$ cat src/rtl/vc_test_sink_pkg.sv
// Shared definitions for the random-delay test sink: FSM states, LFSR constants
// and the encoding used by first_fail when no mismatch has been seen.
package vc_test_sink_pkg;

    typedef enum logic [1:0] {
        DELAY = 2'd0,
        READY = 2'd1,
        DONE  = 2'd2
    } sink_state_e;

    localparam int unsigned         LFSR_W          = 16;
    localparam logic [LFSR_W-1:0]   LFSR_POLY       = 16'hB400;
    localparam logic [31:0]         FIRST_FAIL_NONE = 32'hFFFF_FFFF;

    // One Galois step: shift right, fold the polynomial back in when a 1 falls out.
    function automatic logic [LFSR_W-1:0] lfsr_step(input logic [LFSR_W-1:0] x);
        logic [LFSR_W-1:0] shifted;
        shifted = {1'b0, x[LFSR_W-1:1]};
        return x[0] ? (shifted ^ LFSR_POLY) : shifted;
    endfunction

    // An all-zero state would lock the LFSR, so it is never used as a seed.
    function automatic logic [LFSR_W-1:0] lfsr_seed_fix(input logic [LFSR_W-1:0] s);
        return (s == '0) ? {{(LFSR_W-1){1'b0}}, 1'b1} : s;
    endfunction

endpackage

$ cat src/rtl/vc_test_rand_delay_sink_if.sv
// val/rdy message stream between a producer (master) and the test sink (slave).
interface vc_test_rand_delay_sink_if #(
    parameter int unsigned p_msg_sz = 1
);
    logic                val;
    logic                rdy;
    logic [p_msg_sz-1:0] msg;

    modport master (output val, output msg, input rdy);
    modport slave  (input val, input msg, output rdy);
endinterface

$ cat src/rtl/vc_test_lfsr16.sv
// 16-bit Galois LFSR that advances once per cycle with en high; shared by the
// random-delay source and sink so both draw from the same sequence.
module vc_test_lfsr16
    import vc_test_sink_pkg::*;
#(
    parameter logic [LFSR_W-1:0] seed = 16'hACE1
) (
    input  logic              clk,
    input  logic              reset,
    input  logic              en,
    output logic [LFSR_W-1:0] out,
    output logic [LFSR_W-1:0] out_next
);

    localparam logic [LFSR_W-1:0] c_seed = lfsr_seed_fix(seed);

    logic [LFSR_W-1:0] lfsr_q;
    logic [LFSR_W-1:0] lfsr_d;

    always_comb begin
        out_next = lfsr_step(lfsr_q);
        lfsr_d   = en ? out_next : lfsr_q;
    end

    always_ff @(posedge clk or posedge reset) begin
        if (reset) begin
            lfsr_q <= c_seed;
        end else begin
            lfsr_q <= lfsr_d;
        end
    end

    assign out = lfsr_q;

endmodule

$ cat src/rtl/vc_test_rand_delay_sink.sv
// Test-harness sink: throttles rdy with LFSR-driven back-pressure, checks each
// accepted message in order against a preloaded table and counts mismatches.
module vc_test_rand_delay_sink
    import vc_test_sink_pkg::*;
#(
    parameter int unsigned p_msg_sz    = 1,
    parameter int unsigned p_mem_sz    = 1024,
    parameter int unsigned p_max_delay = 0,
    parameter logic [15:0] p_seed      = 16'hACE1,
    localparam int unsigned c_aw = $clog2(p_mem_sz),
    localparam int unsigned c_nw = c_aw + 1
) (
    input  logic                  clk,
    input  logic                  reset,
    vc_test_rand_delay_sink_if.slave s,
    input  logic                  cfg_we,
    input  logic [c_aw-1:0]       cfg_addr,
    input  logic [p_msg_sz-1:0]   cfg_data,
    input  logic [c_nw-1:0]       cfg_num,
    output logic                  done,
    output logic [15:0]           num_failed,
    output logic [c_nw-1:0]       first_fail
);

    localparam int unsigned       c_mod     = p_max_delay + 1;
    localparam int unsigned       c_dw      = (p_max_delay > 0) ? $clog2(p_max_delay + 1) : 1;
    localparam logic [c_dw-1:0]   c_cnt_rst = c_dw'(32'(p_seed) % c_mod);
    localparam logic [c_nw-1:0]   c_ff_none = FIRST_FAIL_NONE[c_nw-1:0];
    localparam logic [c_nw-1:0]   c_mem_sz  = c_nw'(p_mem_sz);

    logic [p_msg_sz-1:0] mem_q [p_mem_sz];

    sink_state_e       state_q, state_d;
    logic [c_dw-1:0]   cnt_q, cnt_d;
    logic [c_nw-1:0]   idx_q, idx_d;
    logic [15:0]       num_failed_q, num_failed_d;
    logic [c_nw-1:0]   first_fail_q, first_fail_d;

    logic [c_nw-1:0]     cfg_num_eff;
    logic [c_nw-1:0]     idx_inc;
    logic [p_msg_sz-1:0] exp_msg;
    logic                xfer;
    logic                mismatch;
    logic [c_dw-1:0]     draw;
    logic [15:0]         lfsr_next;
    logic [15:0]         lfsr_cur_unused;

    vc_test_lfsr16 #(
        .seed (p_seed)
    ) u_lfsr (
        .clk      (clk),
        .reset    (reset),
        .en       (xfer),
        .out      (lfsr_cur_unused),
        .out_next (lfsr_next)
    );

    // The table has no reset; a write lands on the edge, so a read of the same
    // index in that cycle still sees the previous contents.
    always_ff @(posedge clk) begin
        if (cfg_we) begin
            mem_q[cfg_addr] <= cfg_data;
        end
    end

    assign cfg_num_eff = (cfg_num > c_mem_sz) ? c_mem_sz : cfg_num;
    assign idx_inc     = idx_q + c_nw'(1);
    assign exp_msg     = mem_q[idx_q[c_aw-1:0]];
    assign xfer        = (state_q == READY) && s.val;
    assign mismatch    = xfer && (s.msg != exp_msg);
    assign draw        = c_dw'(32'(lfsr_next) % c_mod);

    always_comb begin
        state_d      = state_q;
        cnt_d        = cnt_q;
        idx_d        = idx_q;
        num_failed_d = num_failed_q;
        first_fail_d = first_fail_q;

        if (xfer) begin
            idx_d = idx_inc;
        end
        if (mismatch) begin
            if (num_failed_q != 16'hFFFF) begin
                num_failed_d = num_failed_q + 16'd1;
            end
            if (first_fail_q == c_ff_none) begin
                first_fail_d = idx_q;
            end
        end

        case (state_q)
            DELAY: begin
                if (cnt_q == '0) begin
                    state_d = READY;
                end else begin
                    cnt_d = cnt_q - c_dw'(1);
                end
            end
            READY: begin
                if (xfer) begin
                    if (idx_inc == cfg_num_eff) begin
                        state_d = DONE;
                    end else if (draw != '0) begin
                        state_d = DELAY;
                        cnt_d   = draw - c_dw'(1);
                    end
                end
            end
            DONE:    state_d = DONE;
            default: state_d = DONE;
        endcase

        // Exhausted (or empty) table wins over everything, including cfg_num == 0.
        if (idx_q >= cfg_num_eff) begin
            state_d = DONE;
        end
    end

    always_ff @(posedge clk or posedge reset) begin
        if (reset) begin
            state_q      <= DELAY;
            cnt_q        <= c_cnt_rst;
            idx_q        <= '0;
            num_failed_q <= '0;
            first_fail_q <= c_ff_none;
        end else begin
            state_q      <= state_d;
            cnt_q        <= cnt_d;
            idx_q        <= idx_d;
            num_failed_q <= num_failed_d;
            first_fail_q <= first_fail_d;
        end
    end

    assign s.rdy      = (state_q == READY);
    assign done       = (state_q == DONE);
    assign num_failed = num_failed_q;
    assign first_fail = first_fail_q;

endmodule

$ cat src/flat_wrapper.sv
// flat-port wrapper written by rule: the top's interface ports become plain ports
module vc_test_rand_delay_sink_flat import vc_test_sink_pkg::*;
#(
    parameter int unsigned p_msg_sz    = 1,
    parameter int unsigned p_mem_sz    = 1024,
    parameter int unsigned p_max_delay = 0,
    parameter logic [15:0] p_seed      = 16'hACE1,
    localparam int unsigned c_aw = $clog2(p_mem_sz),
    localparam int unsigned c_nw = c_aw + 1
)
  (clk, reset, cfg_we, cfg_addr, cfg_data, cfg_num, done, num_failed, first_fail, s_val, s_msg, s_rdy);
  vc_test_rand_delay_sink_if #(.p_msg_sz(p_msg_sz)) s_i ();
  input  logic clk;
  input  logic reset;
  input  logic cfg_we;
  input  logic [c_aw-1:0] cfg_addr;
  input  logic [p_msg_sz-1:0] cfg_data;
  input  logic [c_nw-1:0] cfg_num;
  output logic done;
  output logic [15:0] num_failed;
  output logic [c_nw-1:0] first_fail;
  input wire logic [$bits(s_i.val)-1:0] s_val;
  input wire logic [$bits(s_i.msg)-1:0] s_msg;
  output wire logic [$bits(s_i.rdy)-1:0] s_rdy;
  assign s_i.val = s_val;
  assign s_i.msg = s_msg;
  assign s_rdy = s_i.rdy;
  vc_test_rand_delay_sink #(.p_msg_sz(p_msg_sz), .p_mem_sz(p_mem_sz), .p_max_delay(p_max_delay), .p_seed(p_seed)) u_core (.clk(clk), .reset(reset), .s(s_i), .cfg_we(cfg_we), .cfg_addr(cfg_addr), .cfg_data(cfg_data), .cfg_num(cfg_num), .done(done), .num_failed(num_failed), .first_fail(first_fail));
endmodule
$ cat config.mk
export PLATFORM = sky130hd
export DESIGN_NAME = vc_test_rand_delay_sink_flat
export DESIGN_NICKNAME = d
export VERILOG_FILES = /design/src/rtl/vc_test_sink_pkg.sv /design/src/rtl/vc_test_rand_delay_sink_if.sv /design/src/rtl/vc_test_lfsr16.sv /design/src/rtl/vc_test_rand_delay_sink.sv /design/src/flat_wrapper.sv
export SDC_FILE = /design/constraint.sdc
export NUM_CORES = 2
export LEC_CHECK = 0
export BUFFER_PORTS_ARGS = -buffer_cell sky130_fd_sc_hd__buf_2
export CAP_MARGIN = 15
export CORE_MARGIN = 2
export CORE_UTILIZATION = 55
export DETAILED_ROUTE_END_ITERATION = 8
export HOLD_SLACK_MARGIN = 0.05
export PLACE_DENSITY = 0.79
export RECOVER_POWER = 50
export SETUP_SLACK_MARGIN = 0.1
export SYNTH_ARGS = -nofsm -noshare
export SYNTH_HDL_FRONTEND = slang
export SYNTH_SLANG_ARGS = --single-unit
$ cat constraint.sdc
create_clock -name clk -period 3.4 [get_ports clk]
set_clock_uncertainty 0.15 [all_clocks]
set_input_delay 0.17 -clock clk [delete_from_list [all_inputs] [get_ports clk]]
set_output_delay 0.17 -clock clk [all_outputs]
set_load 0.01 [all_outputs]
Word level (Yosys, flattened, before mapping)
Memory sizes are Yosys's and may differ from the RTL's.
Cells that the tools add are included.
{"block": "classes", "n_addsub": 3, "n_lt_le_gt_ge": 2, "n_eq_ne": 9, "mux": 9, "reduce_logical": 6}
{"operator": "adder 16 x 1 -> 16 bit, second input constant", "n": 1}
{"operator": "inequality test 16 bit, second input constant", "n": 1}
{"operator": "adder 11 x 1 -> 11 bit, second input constant", "n": 1}
{"operator": "equality test 11 bit", "n": 1}
{"operator": "equality test 11 bit, second input constant", "n": 1}
{"operator": ">= comparator 11 bit", "n": 1}
{"operator": "> comparator 11 bit, second input constant", "n": 1}
{"operator": "2-to-1 mux 11 bit", "n": 1}
{"operator": "2-to-1 mux 2 bit", "n": 4}
{"operator": "inequality test 3 x 1 -> 1 bit, second input constant", "n": 2}
{"operator": "one-hot mux 2 bit (2 select lines)", "n": 1}
{"operator": "AND reduction 2 bit", "n": 2}
{"operator": "2-to-1 mux 1 bit", "n": 3}
{"operator": "inequality test 3 bit, second input constant", "n": 1}
{"operator": "AND reduction 3 bit", "n": 1}
{"operator": "equality test 2 x 1 -> 1 bit, second input constant", "n": 1}
{"operator": "equality test 2 bit, second input constant", "n": 1}
{"operator": "logical AND 1 bit", "n": 2}
{"operator": "zero test 2 bit", "n": 1}
{"operator": "inequality test 1 bit", "n": 1}
{"operator": "subtractor 1 bit, second input constant", "n": 1}
{"block": "word_totals", "regBits": 41, "mem_bits_rw": 1024, "output_inout_bits": 29, "elab_cells": 35, "mem_count": 1}
{"memory": "u_core.mem_q", "depth": 1024, "word_bits": 1, "rd": 1, "rd_ports_with_merged_regs": 0, "write_ports": 1, "line_no": "vc_test_rand_delay_sink.sv:31", "text": "logic [p_msg_sz-1:0] mem_q [p_mem_sz];"}

Depth between registers and ports, before layout
{"block": "depth", "ltp_word": 7, "depth_mapped": 18, "mapped_depth_nobuf": 13}

Worst setup path after synthesis
Ideal clock, no wire load.
{"block": "synth_timing", "path_kind": "register -> register", "startpoint": "register u_core.idx_q[1]", "endpoint": "register u_core.first_fail_q[5] (netlist: u_core.first_fail[5])", "setup_time_ps": 85, "arrival_ps": 3228, "setup_slack_ps": -63, "stages_incl_launch_ff": 15, "n_path_buf": 5, "cell_sequence": "dfrtp_1 clkbuf_1 buf_2 buf_4 buf_2 mux4_2 a211oi_1 o211ai_1 a32oi_1 o22ai_1 o31ai_2 nor3b_2 and3_1 buf_4 mux2_1"}
{"block": "synth_via", "elab_chain_cells": 4}
{"element": "start, declared", "line_no": "vc_test_rand_delay_sink.sv:35", "text": "logic [c_nw-1:0] idx_q, idx_d;"}
{"element": "start signal, assigned", "line_no": "vc_test_rand_delay_sink.sv:130", "text": "idx_q <= idx_d;"}
{"element": "memory (1024 x 1 bit)"}
{"element": "inequality test 1 bit", "line_no": "vc_test_rand_delay_sink.sv:70", "text": "assign mismatch = xfer && (s.msg != exp_msg);"}
{"element": "logical AND 1 bit", "line_no": "vc_test_rand_delay_sink.sv:70"}
{"element": "AND reduction 2 bit (no line)"}
{"element": "end signal, assigned", "line_no": "vc_test_rand_delay_sink.sv:126", "text": "first_fail_q <= c_ff_none;"}
{"element": "end signal, assigned", "line_no": "vc_test_rand_delay_sink.sv:132", "text": "first_fail_q <= first_fail_d;"}
{"element": "end, declared", "line_no": "vc_test_rand_delay_sink.sv:37", "text": "logic [c_nw-1:0] first_fail_q, first_fail_d;"}
No other way between the ends.
A chain may end at the register's enable or synchronous reset.

Worst setup path after layout
{"block": "layout_timing", "startpoint": "register u_core.idx_q[1]", "endpoint": "register u_core.num_failed_q[1] (netlist: u_core.num_failed[1])"}
{"block": "layout_via", "elab_chain_cells": 4}
{"element": "memory (1024 x 1 bit)"}
{"element": "inequality test 1 bit", "line_no": "vc_test_rand_delay_sink.sv:70"}
{"element": "logical AND 1 bit", "line_no": "vc_test_rand_delay_sink.sv:70"}
{"element": "AND reduction 2 bit (no line)"}
{"element": "end signal, assigned", "line_no": "vc_test_rand_delay_sink.sv:131", "text": "num_failed_q <= num_failed_d;"}
{"element": "end, declared", "line_no": "vc_test_rand_delay_sink.sv:36", "text": "logic [15:0] num_failed_q, num_failed_d;"}
No other way between the ends.

==> metrics list <==
- The floorplan step defined a die boundary enclosing 88300 um^2.
* Maximum number of pins on one net before global-route repair: 123
- Final weighted congestion in routability-driven placement: 0.878
* Worst hold start: cfg_num[7]
- Endpoint of the worst register-to-register path: u_core.num_failed[1]
- Arrival time at the worst endpoint: 4710 ps
- Run status: finished, violations left
- Most used flip-flop cell after synthesis: edfxtp_1
- Multi-input combinational cell area: 14500 um^2
- The worst hold path was traced through 6 stages.
- Leak: 0.0181 uW
* Yosys reg bits: 1064
- The checks that failed: max-capacitance violations, max-slew violations, negative setup slack.
- The clock net in this run drives a total of 1064 sinks.
- The number of nets handed over by synthesis was 3601.
- Post-layout net count: 3800
* Total power per unit cell area: 518 nW/um^2
* First-pass GRT wire length: 203000 um
- The worst hold path terminates at u_core.state_q[0].
- Overflow after GRT: 0
* DR pass1 iterations: 8
- Clock latency of the later-clocked register in the worst-skew pair: 680 ps
- Dividing the synthesized area by the synthesized cell count gives 13.3 um^2.
* Deepest level of the CTS H-tree: 3
- The final-report max-slew violation count was 195.
- Leading area contributor after synthesis: edfxtp_1
- Via density per instance: 6.52
- The cell sitting at the root of the clock tree is a clkbuf_16.
- Die extent in y: 297 um
- Fin. Hold Viols: 0
* Number of antenna violations at the first check in global routing: 4
- In this run the deepest clock path goes through 3 buffers.
* Wire length per cell: 28.1 um
* Die boundary width: 297 um
* Count of distinct cell types in the synthesized netlist: 69
- For the worst flop-to-flop path, the logic depth is 16.
- Counting the buffers created by CTS gives 104.
* TritonCTS clock tree: done
* # setup viols final: 27
* Worst path required time: 3810 ps
- Across every metal layer, demand over resource in global routing totals 0.312.
- Worst reg2reg setup slack: -900 ps
- Detailed placement ended at an HPWL of 79100 um.
- The Yosys step of the flow raised 0 warnings.
- Via count of the first global-routing pass: 31768
* Worst Path Class, Setup: reg -> reg
- After synthesis, the share of flip-flops with an asynchronous set or reset is 0.0376.
- Summed over all layers, the routed wires come to 141000 um.
- In the final layout, the share of cells above drive strength 1 is 0.208.
* Placement row count: 107
- Period utilisation layout: 1.26
* Proportion of netlist area held by the largest area contributor: 0.650
- Measured against its own limit, the worst slew margin works out to -0.856.
* Class of the tightest hold or removal check: in -> reg
* Top achievable clock speed: 233 MHz
- After the first detailed-routing iteration, the DRC count stood at 5491.
- The tool flagged a number of max-cap violations equal to 3.
- Clock slew at the register clock pins of the worst setup and hold paths: 70 ps
- Initial core utilization: 0.555
- After detailed routing, the number of remaining DRC violations is 0.
* Vias after detailed routing: 32579
- RSZ-0062 raised after global routing: yes
- The worst-case IR drop observed on VDD is 0.000417 V.
- Along the worst path, the maximum fanout reaches 8.
- Antenna Violating Nets Remaining: 0
- Setup slack on the critical path of the routed design comes to -899 ps.
- Number of port buffers: 55
- Time the worst path needs with I/O delays and setup: 4300 ps
- Area Overhead vs Synth: 16.4%
* Post-synth EDFFs: 1024
* Instance count of the mapped netlist: 3561
* Worst hold slack across all endpoints: 44.6 ps
- Worst-Margin Slew: 2780 ps
- Cell area after synthesis: 47300 um^2
* Worst setup SP type: flip-flop
- Num ports: 56
- The layout has 5832 filler cells.
- Total power draw: 28500 uW
- Endpoint kind of the worst setup timing path: flip-flop
- Cells taking the most area after synthesis: edfxtp_1 65%, nor2_1 8.3%, mux2i_1 6.2%
- CORE AREA: 85100 um^2
- Part of the Yosys area used for sequential elements: 0.672
* R2R Path Start: u_core.idx_q[1]
- Sequential Area: 31800 um^2
-- routing by layer --
metal / global-route usage / part of all wire
met5: 0 / 0.000071
met4: 0.158 / 0.057
met3: 0.0848 / 0.14
met2: 0.482 / 0.46
met1: 0.408 / 0.34
-- power by group --
group | internal [uW] | switching [uW]
clock network | 6370 | 4930
registers | 14400 | 16.2
logic | 1250 | 1580
-- timing repair --
| item | 4_1_cts | 5_1_grt |
|---|---|---|
| hold endpoints to repair | 175 | 0 |
| setup endpoints to repair | 29 | 29 |
| hold buffers | 14 | 0 |
| buffers inserted | 25 | 11 |
| pin swaps | 29 | 23 |
| resized for setup | 77 | 45 |
| gates cloned | 4 | 0 |
-- registers in the layout, summed over array words and instances, names as in the netlist --
name and count:
u_core.mem_q 1024, u_core.num_failed 16, u_core.first_fail 11, u_core.idx_q 11, u_core.state_q 2
-- worst max-delay path, cell delays in order (launching register included) --
cell,delay (ps)
dfrtp_4,550
buf_4,170
buf_4,150
nand2_2,180
buf_4,160
buf_4,170
o22ai_1,90
o31ai_1,400
o211ai_1,350
a32oi_2,430
o22ai_2,160
o31ai_4,250
nor3b_4,320
buf_6,160
buf_8,130
nand2_4,60
mux2_2,290
-- worst max path at each step --
stage	from	endpoint	slack, ps
3_3_place_gp	u_core.idx_q[1]	u_core.num_failed[1]	-810
3_5_place_dp	u_core.idx_q[1]	u_core.num_failed[1]	-860
6_report	u_core.idx_q[1]	u_core.num_failed[1]	-900
2_1_floorplan	u_core.idx_q[0]	u_core.first_fail[5]	50
5_1_grt	u_core.idx_q[0]	u_core.first_fail[1]	-910
4_1_cts	u_core.idx_q[0]	u_core.first_fail[6]	-550
-- cells in the mapped netlist, drive strengths merged (6+ instances only) --
| cell | n |
|---|---|
| dfstp | 11 |
| ha | 13 |
| nor3b | 8 |
| or3 | 7 |
| mux2i | 294 |
| dfrtp | 29 |
| nor3 | 15 |
| nor2b | 10 |
| nand4 | 14 |
| xnor2 | 36 |
| a21oi | 22 |
| a221oi | 6 |
| and3 | 28 |
| buf | 126 |
| a22oi | 101 |
| a222oi | 9 |
| o22ai | 33 |
| and2 | 6 |
| a31oi | 26 |
| o21a | 6 |
| a311oi | 6 |
| a32oi | 7 |
| inv | 11 |
| o211ai | 17 |
| o21ai | 18 |
| a221o | 8 |
| nand3 | 75 |
| edfxtp | 1024 |
| nor2 | 1046 |
| clkbuf | 207 |
| o31ai | 15 |
| mux4 | 97 |
| mux2 | 55 |
| nand2 | 118 |
-- logic make-up after synthesis --
group | share of synthesized area
simple gates | 0.116
flops | 0.672
mux | 0.122
buf+inv | 0.0344
compound gates | 0.0457
xor+xnor | 0.00704
fa+ha+maj | 0.00344
-- stage by stage --
step / setup WS [ps] / area, um^2 / utilization / instances / TNS, ps
2_1_floorplan: 48.8 / 47400 / - / 3561 / 0
3_3_place_gp: -812 / 50700 / 0.595 / 4742 / -19700
3_5_place_dp: -858 / 50700 / 0.595 / 4742 / -21340
4_1_cts: -554 / 54800 / 0.644 / 4980 / -13260
5_1_grt: -911 / 55000 / 0.646 / 4994 / -49470
6_report: -899 / 55000 / 0.646 / 4998 / -22330
-- layout by cell type, fill, tap and decap left out, drive strengths merged, types with 11 or more instances in the layout --
| master | netlist | routed |
|---|---|---|
| o31ai | 15 | 15 |
| clkbuf | 207 | 179 |
| dlygate4sd3 | 0 | 14 |
| xnor2 | 36 | 36 |
| o211ai | 17 | 17 |
| nand4 | 14 | 14 |
| a31oi | 26 | 26 |
| mux4 | 97 | 97 |
| a22oi | 101 | 101 |
| inv | 11 | 12 |
| nand2 | 118 | 118 |
| dfstp | 11 | 11 |
| dfrtp | 29 | 29 |
| edfxtp | 1024 | 1024 |
| ha | 13 | 13 |
| clkinv | 5 | 47 |
| o22ai | 33 | 33 |
| buf | 126 | 371 |
| a21oi | 22 | 22 |
| nor3 | 15 | 15 |
| mux2 | 55 | 55 |
| o21ai | 18 | 18 |
| nor2 | 1046 | 1046 |
| mux2i | 294 | 294 |
| and3 | 28 | 28 |
| nand3 | 75 | 75 |
-- area by class of cell --
| cell class | instances | share of cell area |
|---|---|---|
| well taps | 1144 | 0.0260 |
| clock buffers | 140 | 0.0522 |
| inverters | 16 | 0.00116 |
| multi-input cells | 2148 | 0.264 |
| repair buffers | 426 | 0.0717 |
| diodes | 5 | 0.000227 |
| flip-flops and latches | 1064 | 0.577 |
| clock inverters | 55 | 0.00782 |
No activity file was read; power rests on OpenSTA's default activity.
